$ cat config.mk
export PLATFORM = sky130hd
export DESIGN_NAME = edge_pattern_gen_flat
export DESIGN_NICKNAME = d
export VERILOG_FILES = /design/src/rtl/edge_pattern_gen_pkg.sv /design/src/rtl/edge_pattern_gen_if.sv /design/src/rtl/edge_pattern_gen_phase_counter.sv /design/src/rtl/edge_pattern_gen.sv /design/src/flat_wrapper.sv
export SDC_FILE = /design/constraint.sdc
export NUM_CORES = 1
export LEC_CHECK = 0
export BUFFER_PORTS_ARGS = -buffer_cell sky130_fd_sc_hd__buf_4
export CAP_MARGIN = 20
export CORE_MARGIN = 10
export CORE_UTILIZATION = 63
export DETAILED_ROUTE_END_ITERATION = 7
export PLACE_DENSITY = 0.9
export SLEW_MARGIN = 30
export SYNTH_ARGS = -nofsm -noshare
export SYNTH_HDL_FRONTEND = slang
export SYNTH_SLANG_ARGS = --single-unit
$ cat constraint.sdc
create_clock -name clk -period 4.18 [get_ports clk]
set_input_delay 0.836 -clock clk [delete_from_list [all_inputs] [get_ports clk]]
set_output_delay 0.836 -clock clk [all_outputs]
set_load 0.02 [all_outputs]
$ cat src/rtl/edge_pattern_gen_pkg.sv
// Shared types for the edge/pulse-train generator.
// FSM encoding and default field width.
package edge_gen_pkg;

    localparam int CNT_W_DEF = 16;

    typedef enum logic [1:0] {
        IDLE = 2'd0,
        HIGH = 2'd1,
        LOW  = 2'd2
    } state_e;

endpackage

$ cat src/rtl/edge_pattern_gen_if.sv
// Control/status bundle of the edge/pulse-train generator.
// master drives config and commands, slave drives waveform and status.
interface edge_pattern_gen_if #(
    parameter int CNT_W = 16
);
    logic             start;
    logic             stop;
    logic [CNT_W-1:0] high_cycles;
    logic [CNT_W-1:0] low_cycles;
    logic [CNT_W-1:0] num_pulses;
    logic             wave_out;
    logic             rise_strobe;
    logic             fall_strobe;
    logic             busy;
    logic             done;

    modport master (
        output start, stop,
        output high_cycles, low_cycles, num_pulses,
        input  wave_out, rise_strobe, fall_strobe,
        input  busy, done
    );

    modport slave (
        input  start, stop,
        input  high_cycles, low_cycles, num_pulses,
        output wave_out, rise_strobe, fall_strobe,
        output busy, done
    );
endinterface

$ cat src/rtl/edge_pattern_gen_phase_counter.sv
// Loadable down-counter timing one phase of the train.
// last_o is registered and high during the final cycle of the phase.
module phase_counter #(
    parameter int CNT_W = 16
) (
    input  logic             clk,
    input  logic             reset,
    input  logic             load_i,
    input  logic [CNT_W-1:0] len_i,
    input  logic             dec_i,
    output logic             last_o
);
    logic [CNT_W-1:0] cnt_q, cnt_d;
    logic             last_q, last_d;

    always_comb begin
        cnt_d  = cnt_q;
        last_d = last_q;
        if (load_i) begin
            cnt_d  = len_i;
            last_d = (len_i == CNT_W'(1));
        end else if (dec_i && cnt_q != '0) begin
            cnt_d  = cnt_q - CNT_W'(1);
            last_d = (cnt_q == CNT_W'(2));
        end
    end

    always_ff @(posedge clk) begin
        if (!reset) begin
            cnt_q  <= '0;
            last_q <= 1'b0;
        end else begin
            cnt_q  <= cnt_d;
            last_q <= last_d;
        end
    end

    assign last_o = last_q;
endmodule

$ cat src/rtl/edge_pattern_gen.sv
// Programmable square-wave / pulse-train generator with edge strobes.
// FSM, pulse counter and config latches; phase timing in phase_counter.
module edge_pattern_gen
    import edge_gen_pkg::*;
#(
    parameter int CNT_W = CNT_W_DEF
) (
    input logic          clk,
    input logic          reset,
    edge_pattern_gen_if.slave bus
);
    state_e           state_q;
    logic [CNT_W-1:0] h_q, l_q, n_q, pcnt_q;
    logic             wave_q, rise_q, fall_q, busy_q, done_q;

    logic             last;
    logic             accept, high_end, low_end, more;
    logic             ld_d, dec_d;
    logic [CNT_W-1:0] len_d;

    function automatic logic [CNT_W-1:0] min1(input logic [CNT_W-1:0] v);
        return (v == '0) ? CNT_W'(1) : v;
    endfunction

    always_comb begin
        accept   = (state_q == IDLE) && bus.start && !bus.stop;
        high_end = (state_q == HIGH) && last && !bus.stop;
        low_end  = (state_q == LOW) && last && !bus.stop;
        // pulse count compares against N-1 so it never has to reach N
        more     = (n_q == '0) || (pcnt_q != n_q - CNT_W'(1));
        ld_d     = accept || high_end || (low_end && more);
        dec_d    = (state_q != IDLE);
        len_d    = h_q;
        unique case (1'b1)
            accept:   len_d = min1(bus.high_cycles);
            high_end: len_d = l_q;
            default:  len_d = h_q;
        endcase
    end

    phase_counter #(.CNT_W(CNT_W)) u_phase (
        .clk    (clk),
        .reset  (reset),
        .load_i (ld_d),
        .len_i  (len_d),
        .dec_i  (dec_d),
        .last_o (last)
    );

    always_ff @(posedge clk) begin
        if (!reset) begin
            state_q <= IDLE;
            h_q     <= '0;
            l_q     <= '0;
            n_q     <= '0;
            pcnt_q  <= '0;
            wave_q  <= 1'b0;
            rise_q  <= 1'b0;
            fall_q  <= 1'b0;
            busy_q  <= 1'b0;
            done_q  <= 1'b0;
        end else begin
            rise_q <= 1'b0;
            fall_q <= 1'b0;
            done_q <= 1'b0;
            unique case (state_q)
                IDLE: begin
                    if (accept) begin
                        h_q     <= min1(bus.high_cycles);
                        l_q     <= min1(bus.low_cycles);
                        n_q     <= bus.num_pulses;
                        pcnt_q  <= '0;
                        state_q <= HIGH;
                        wave_q  <= 1'b1;
                        rise_q  <= 1'b1;
                        busy_q  <= 1'b1;
                    end
                end
                HIGH: begin
                    if (bus.stop) begin
                        state_q <= IDLE;
                        wave_q  <= 1'b0;
                        fall_q  <= 1'b1;
                        busy_q  <= 1'b0;
                    end else if (last) begin
                        state_q <= LOW;
                        wave_q  <= 1'b0;
                        fall_q  <= 1'b1;
                    end
                end
                LOW: begin
                    if (bus.stop) begin
                        state_q <= IDLE;
                        wave_q  <= 1'b0;
                        busy_q  <= 1'b0;
                    end else if (last) begin
                        if (more) begin
                            state_q <= HIGH;
                            wave_q  <= 1'b1;
                            rise_q  <= 1'b1;
                            if (n_q != '0)
                                pcnt_q <= pcnt_q + CNT_W'(1);
                        end else begin
                            state_q <= IDLE;
                            busy_q  <= 1'b0;
                            done_q  <= 1'b1;
                        end
                    end
                end
                default: begin
                    state_q <= IDLE;
                    wave_q  <= 1'b0;
                    busy_q  <= 1'b0;
                end
            endcase
        end
    end

    assign bus.wave_out    = wave_q;
    assign bus.rise_strobe = rise_q;
    assign bus.fall_strobe = fall_q;
    assign bus.busy        = busy_q;
    assign bus.done        = done_q;
endmodule

$ cat src/flat_wrapper.sv
// flat-port wrapper written by rule: the top's interface ports become plain ports
module edge_pattern_gen_flat import edge_gen_pkg::*;
#(
    parameter int CNT_W = CNT_W_DEF
)
  (clk, reset, bus_start, bus_stop, bus_high_cycles, bus_low_cycles, bus_num_pulses, bus_wave_out, bus_rise_strobe, bus_fall_strobe, bus_busy, bus_done);
  edge_pattern_gen_if #(.CNT_W(CNT_W)) bus_i ();
  input logic clk;
  input logic reset;
  input wire logic [$bits(bus_i.start)-1:0] bus_start;
  input wire logic [$bits(bus_i.stop)-1:0] bus_stop;
  input wire logic [$bits(bus_i.high_cycles)-1:0] bus_high_cycles;
  input wire logic [$bits(bus_i.low_cycles)-1:0] bus_low_cycles;
  input wire logic [$bits(bus_i.num_pulses)-1:0] bus_num_pulses;
  output wire logic [$bits(bus_i.wave_out)-1:0] bus_wave_out;
  output wire logic [$bits(bus_i.rise_strobe)-1:0] bus_rise_strobe;
  output wire logic [$bits(bus_i.fall_strobe)-1:0] bus_fall_strobe;
  output wire logic [$bits(bus_i.busy)-1:0] bus_busy;
  output wire logic [$bits(bus_i.done)-1:0] bus_done;
  assign bus_i.start = bus_start;
  assign bus_i.stop = bus_stop;
  assign bus_i.high_cycles = bus_high_cycles;
  assign bus_i.low_cycles = bus_low_cycles;
  assign bus_i.num_pulses = bus_num_pulses;
  assign bus_wave_out = bus_i.wave_out;
  assign bus_rise_strobe = bus_i.rise_strobe;
  assign bus_fall_strobe = bus_i.fall_strobe;
  assign bus_busy = bus_i.busy;
  assign bus_done = bus_i.done;
  edge_pattern_gen #(.CNT_W(CNT_W)) u_core (.clk(clk), .reset(reset), .bus(bus_i));
endmodule
==> results.md, run 1 <==
- Worst path arrival time: 3.53 ns
- Total gr overflow: 0
- First-pass DRT Iterations: 6
- Synth top area share: 35.61%
- Ranking of synthesized cells by area: dfxtp_1, nand2_1, a21oi_1
- Crit path kind: flop to flop
- Final wirelength: roughly 13 mm
- WL met3: ~660 microns
- Row count: 32
- Post-route ant nets: 0
- IO Pins: between 50 and 60
- Hold/Removal Path Class: flop to flop
- Hold_ws: around 0.46 ns
- CP max stage delay: slightly below 0.6 ns
- P_leak: a little under 2 nW
- Cell breakdown of the critical path: inv_1, ha_1, nor3b_2, nand4_2, or3b_1, a31o_2, a2111oi_4, o21ai_4, mux2_1
- Core Region: between 0.007 and 0.008 sq mm
- Final hold violation count: 0
- TNS Setup: 0 ns
- Antenna diode count: 0
- Drt first-iter violations: around 330
- Slew margin rel.: around two fifths
- First-pass GRT wire length: approximately 21 mm
- Syn_nets: 686
- Vias per cell: about 6
- Seq/Total Area, Yosys: a little over a third
- Max_cap viols: 0
- Wire per inst: ~16 microns
- RSZ-0062 raised after global routing: false
- Status: finished, final reports clean
- Num CTS Buffers: 9
- Sequential Area: around 0.0018 sq mm
- Clock buffer depth: 2
- Main synth FF type: dfxtp_1
- Width of the die: between 100 and 150 microns
- IO buf count: 56
- Max frequency: just over 0.3 GHz
- Final min period: around 3.3 ns
- Fraction of registers with async set/reset: 0%
- Initial core utilization: approximately 64%
- Wire length on met1: around 5.2 mm
- CTS Sinks: 88
- Drt drc: 0
- Clk slew on worst S/H paths: roughly 0.090 ns
- Synth Cell Area: roughly 0.0049 sq mm
- Synthesized area per cell: 7.865 sq um
- Layout fillers: between 600 and 700
- Slowest cell on crit path: a2111oi_4
- Cell Pwr Density: 345.8 mW/mm^2
- Largest net degree at the start of global routing: 63
- Area occupied by multi-input gates: 0.002915 sq mm
- Die height: between 100 and 150 microns
- Die area: 0.01180 sq mm
- Vias in the first global route: approximately 4500
- Vias: 4718
- Worst-path fanout max: 13
- Worst VDD drop: about 0.00019 V
- Most common library cells after synthesis: nand2_1, dfxtp_1, a21oi_1
- Met2 WL: roughly 6.3 mm
- Setup crit end kind: flop
- Clk_skew: roughly 0.0098 ns
- Final core occ: 72.35%
- Layout cells sized above 1: around 14%
- Post-detail-place hpwl: 9.185 mm
- Global-route usage over all layers: a little over a fifth
- Largest area contributor in the netlist: dfxtp_1
- Period utilization: roughly four fifths
- Post-DP Area: ~0.0054 sq mm
- CTS tree: built
- Post-Place Cells: 750
- R2R Setup Slk: roughly 0.9 ns
- Setup WS pre-CTS: about 0.94 ns
- Cts repair resizes: 0
- Clock Latency Late Sink: between 0.3 and 0.4 ns
- Initial antenna violation count: 0
- Fin cells: about 770
- # setup viols final: 0
- CTS Hold Bufs: 0
- Final instance area: roughly 0.0056 sq mm
- WP data required: ~4.4 ns
- Most numerous cell in the Yosys netlist: nand2_1
- RePlAce Congestion: roughly 0.99
- Number of flops mapped to enable cells by yosys: 0
- Final Power: ~1.9 mW
- Fin nets: between 700 and 800
- Post-CTS Setup Inserts: 0
- Syn Inst Count: about 630
- Root buffer selected by CTS: clkbuf_8
- Area growth, synth to finish: 12.42%
- CP Launch Type: flop
- YS warnings: 0
- Top sig layer: met4
- Post-synthesis register bit count: a little under 90
- Max Slew Vio Count: 0
- Final setup margin: approximately 0.9 ns
- CTS H-Tree Depth: 3
- Slew @ Worst Pin: between 0.9 and 1 ns
- Synth unique cells: 64
[cell usage in the layout, fill, tap and decap left out, drive strengths merged, types with 5 or more instances in the layout]
master,instances
nand2b,9
buf,61
or4,17
and2,5
nor2,25
ha,5
o21ai,11
nor3,10
nand2,144
o31ai,15
and3,10
xor2,8
xnor2,25
nor4,16
a21oi,68
nand4,8
nand3,10
o311ai,12
dfxtp,88
o21a,5
clkbuf,11
inv,23
mux2i,17
[state kept, by name, summed over array words and instances, names as in the netlist, 2 cells and up]
register              flops
u_core.state_q            2
u_core.h_q               16
u_core.u_phase.cnt_q     16
u_core.l_q               16
u_core.pcnt_q            16
u_core.n_q               16
[where the power goes]
| part | switching (mW) | total, mW | internal, mW |
|---|---|---|---|
| clock network | 0.301 | 0.609 | 0.308 |
| logic | 0.223 | 0.391 | 0.168 |
| registers | 0.0418 | 0.923 | 0.881 |
[area by class of cell]
class | count | area share, %
multi-input cells | 477 | 52.42
flip-flops and latches | 88 | 31.68
repair buffers | 61 | 8.459
clock buffers | 11 | 2.722
well taps | 102 | 2.295
inverters | 22 | 1.485
clock inverters | 4 | 0.9449
[logic make-up after synthesis]
logic type / after synthesis / synth area share (%)
AND/OR/NAND/NOR: 281 / 28.50
AO/OA/AOI/OAI: 139 / 19.20
flip-flops: 88 / 35.61
buffers and inverters: 64 / 5.690
XOR/XNOR: 33 / 5.842
multiplexers: 19 / 3.895
adder cells (fa/ha/maj): 5 / 1.265
[worst max-delay path, delay by kind of cell (launching register included)]
family	cells	cell delay [ns]
AOI/OAI and AO/OA	3	1.17
adders and majority gates	1	0.23
muxes	1	0.37
buffers and inverters	1	0.11
DFF	1	0.37
and+or+nand+nor	3	0.93
[routing by layer]
metal | vias to the layer above | track usage [%]
met5 | - | 0
met4 | 0 | 8.945
met3 | 29 | 5.428
met2 | 136 | 37.16
met1 | 2261 | 25.19
li1 | 2292 | -
[path summary, 6_finish.rpt]
| kind | startpoint | to | cells after the start |
|---|---|---|---|
| worst min-delay path | u_core.h_q[8] | u_core.h_q[8] | 2 |
| worst max register to register | u_core.n_q[0] | u_core.u_phase.cnt_q[6] | 9 |
| worst min register to register | u_core.h_q[8] | u_core.h_q[8] | 2 |
| worst max-delay path | u_core.n_q[0] | u_core.u_phase.cnt_q[6] | 9 |
Note: power is estimated with default switching activity, not from simulation.
==> run 2, diff against run 1 <==
- CORE_UTILIZATION: 63 -> 53
- PLACE_DENSITY: 0.9 -> 0.81
- clock period: 4.18 -> 2.89 ns (I/O delays scaled with it)
==> results.md, run 2 (synthesis gave the netlist of run 1 again) <==
- Status: finished, final reports clean
- Layout cells sized above 1: 18.87% (+4.4 points)
- Clock buffer depth: 2 (unchanged)
- Setup crit end kind: flop
- IO Pins: 57 (unchanged)
- Post-detail-place hpwl: 9.571 mm (+4.2%)
- Endpoint, Worst Hold: u_core.l_q[8]
- Clk_skew: 0.01319 ns (+0.003398 ns)
- Wire per inst: 16.65 microns (+1.1%)
- Core Region: 0.009153 sq mm (+19%)
- IO buf count: 56 (unchanged)
- TNS Setup: 0 ns (unchanged)
- Post-route ant nets: 0 (unchanged)
- Setup WS pre-CTS: -0.03129 ns (-0.9759 ns)
- Final min period: 2.860 ns (-0.4193 ns)
- Global-route usage over all layers: 19.86% (-1.8 points)
- Slew margin rel.: 37.91% (-0.62 points)
- First-pass DRT Iterations: 5 (-1)
- Worst VDD drop: 0.0002864 V (+47%)
- Reg2reg end: u_core.pcnt_q[1]
- Clock Latency Late Sink: 0.36 ns (about the same)
- Hold Startpoint: bus_low_cycles[8]
- Max_cap viols: 0 (unchanged)
- Root buffer selected by CTS: clkbuf_8
- Most common cell after layout, fill and taps aside: nand2_1
- Worst path arrival time: 3.14 ns (-0.39 ns)
- # setup viols final: 0 (unchanged)
- Initial antenna violation count: 0 (unchanged)
- Commonest cells after routing, fill and taps aside: nand2_1, dfxtp_1, buf_4
- Max frequency: 0.3496 GHz (+15%)
- CTS Sinks: 88 (unchanged)
- Slew @ Worst Pin: 0.9197 ns (-0.0009906 ns)
- Width of the die: 116.6 microns (+7.4%)
- Reg2Reg Depth: 10 (+1)
- Worst-path fanout max: 14 (+1)
- Fin nets: 741 (+3.5%)
- Reg2Reg Launch Point: u_core.n_q[0]
- Crit path kind: flop to flop
- Post-Place Cells: 777 (+3.6%)
- CTS Hold Bufs: 0 (unchanged)
- WL met3: 666 microns (+0.91%)
- Hold_ws: 0.4556 ns (-0.0001000 ns)
- Antenna diode count: 0 (unchanged)
- WP data required: 3.17 ns (-1.26 ns)
- Clk slew on worst S/H paths: 0.10 ns (about the same)
- Area growth, synth to finish: 18.31%
- Initial core utilization: 54.05% (-10 points)
- Top sig layer: met4
- P_leak: 2.104 nW (+7.3%)
- Vias: 4771 (+1.1%)
- Post-DP Area: 0.005510 sq mm (+3.0%)
- Final setup margin: 0.02951 ns (-0.8707 ns)
- Num CTS Buffers: 9 (unchanged)
- Hold/Removal Path Class: primary input to flop
- Die area: 0.01360 sq mm (+15%)
- Drt drc: 0 (unchanged)
- Drt first-iter violations: 439 (+34%)
- Met2 WL: 6.603 mm (+4.3%)
- Final instance area: 0.005853 sq mm (+5.2%)
- Vias per cell: 5.964 (-3.3%)
- Total gr overflow: 0 (unchanged)
- Die height: 116.6 microns (+7.4%)
- Wire length on met1: 5.766 mm (+10%)
- Max Slew Vio Count: 0 (unchanged)
- Largest net degree at the start of global routing: 45 (-29%)
- RePlAce Congestion: 0.9392 (-5.6%)
- Period utilization: 98.98% (+21 points)
- Row count: 35 (+9.4%)
- Hold path depth: 3 (+1)
- Cell Pwr Density: 485.2 mW/mm^2 (+40%)
- First-pass GRT wire length: 22.11 mm (+4.8%)
- Final wirelength: 13.32 mm (+5.7%)
- CP Launch Type: flop
- CTS H-Tree Depth: 3 (unchanged)
- Final hold violation count: 0 (unchanged)
- R2R Setup Slk: 0.03 ns (-0.87 ns)
- CTS tree: built
- Vias in the first global route: 4703 (+3.7%)
- Fin cells: 800 (+4.6%)
==> run 2: changes by cell type in the layout (fill, tap and decap cells not counted), moves of 2 or more <==
cell | previous run | this run
buf_4 | 60 | 82
clkbuf_8 | 11 | 9
dfxtp_1 | 88 | 86
dfxtp_2 | 0 | 2
==> run 2: critical path, stage by stage (launching register included) <==
cell       delay (ns)
dfxtp_2          0.35
or4_4            0.56
a2111oi_4        0.30
o32ai_2          0.13
buf_4            0.16
or2_2            0.31
a2111oi_4        0.26
buf_4            0.20
buf_12           0.14
o21a_1           0.16
mux2i_1          0.21
==> run 2: layer usage <==
metal  vias to the layer above  track usage (%)
met5                         -                0
li1                       2340                -
met2                       156            34.39
met3                        26            4.263
met1                      2249            23.87
met4                         0            6.507
==> run 2: area by class of cell <==
cell class                 instances  area (sq um)
tap                              111         138.9
fill                             767          3299
timing repair buffer              86         691.9
multi-input combinational        477          2974
sequential                        88          1764
clock buffer                       9         123.9
clock inverter                     7         77.57
inverter                          22         82.58
==> run 2: worst max path at each step <==
stage                        from                        to  slack (ns)  cells after the start
finish              u_core.n_q[0]          u_core.pcnt_q[1]        0.03                     10
detailed placement  u_core.n_q[1]  u_core.u_phase.cnt_q[15]       -0.03                     11
global placement    u_core.n_q[1]  u_core.u_phase.cnt_q[10]        0.09                     11
floorplan           u_core.n_q[0]       u_core.bus.wave_out        0.09                      9
global route        u_core.n_q[3]          u_core.pcnt_q[1]       -0.02                     10
CTS                 u_core.n_q[0]  u_core.u_phase.cnt_q[15]        0.02                      9
==> run 2: power breakdown <==
group          total (mW)  internal, mW  switching [mW]
Clock               0.868         0.407           0.461
Sequential           1.33          1.27          0.0581
Combinational       0.639         0.296           0.343
Total                2.84          1.98           0.862
==> run 2: metrics by stage <==
step,utilization (%),total power [mW]
final,63.95,2.840
after global routing,63.95,2.984
after CTS,62.83,2.822
after detailed placement,60.21,1.953
after global placement,60.21,1.933
after floorplan,-,1.747
==> run 2: timing repair <==
action                     4_1_cts  5_1_grt
resized for setup                4       10
buffers inserted                 3        3
cloned                           0        1
setup endpoints to repair       12       34
pin swaps                        2        4
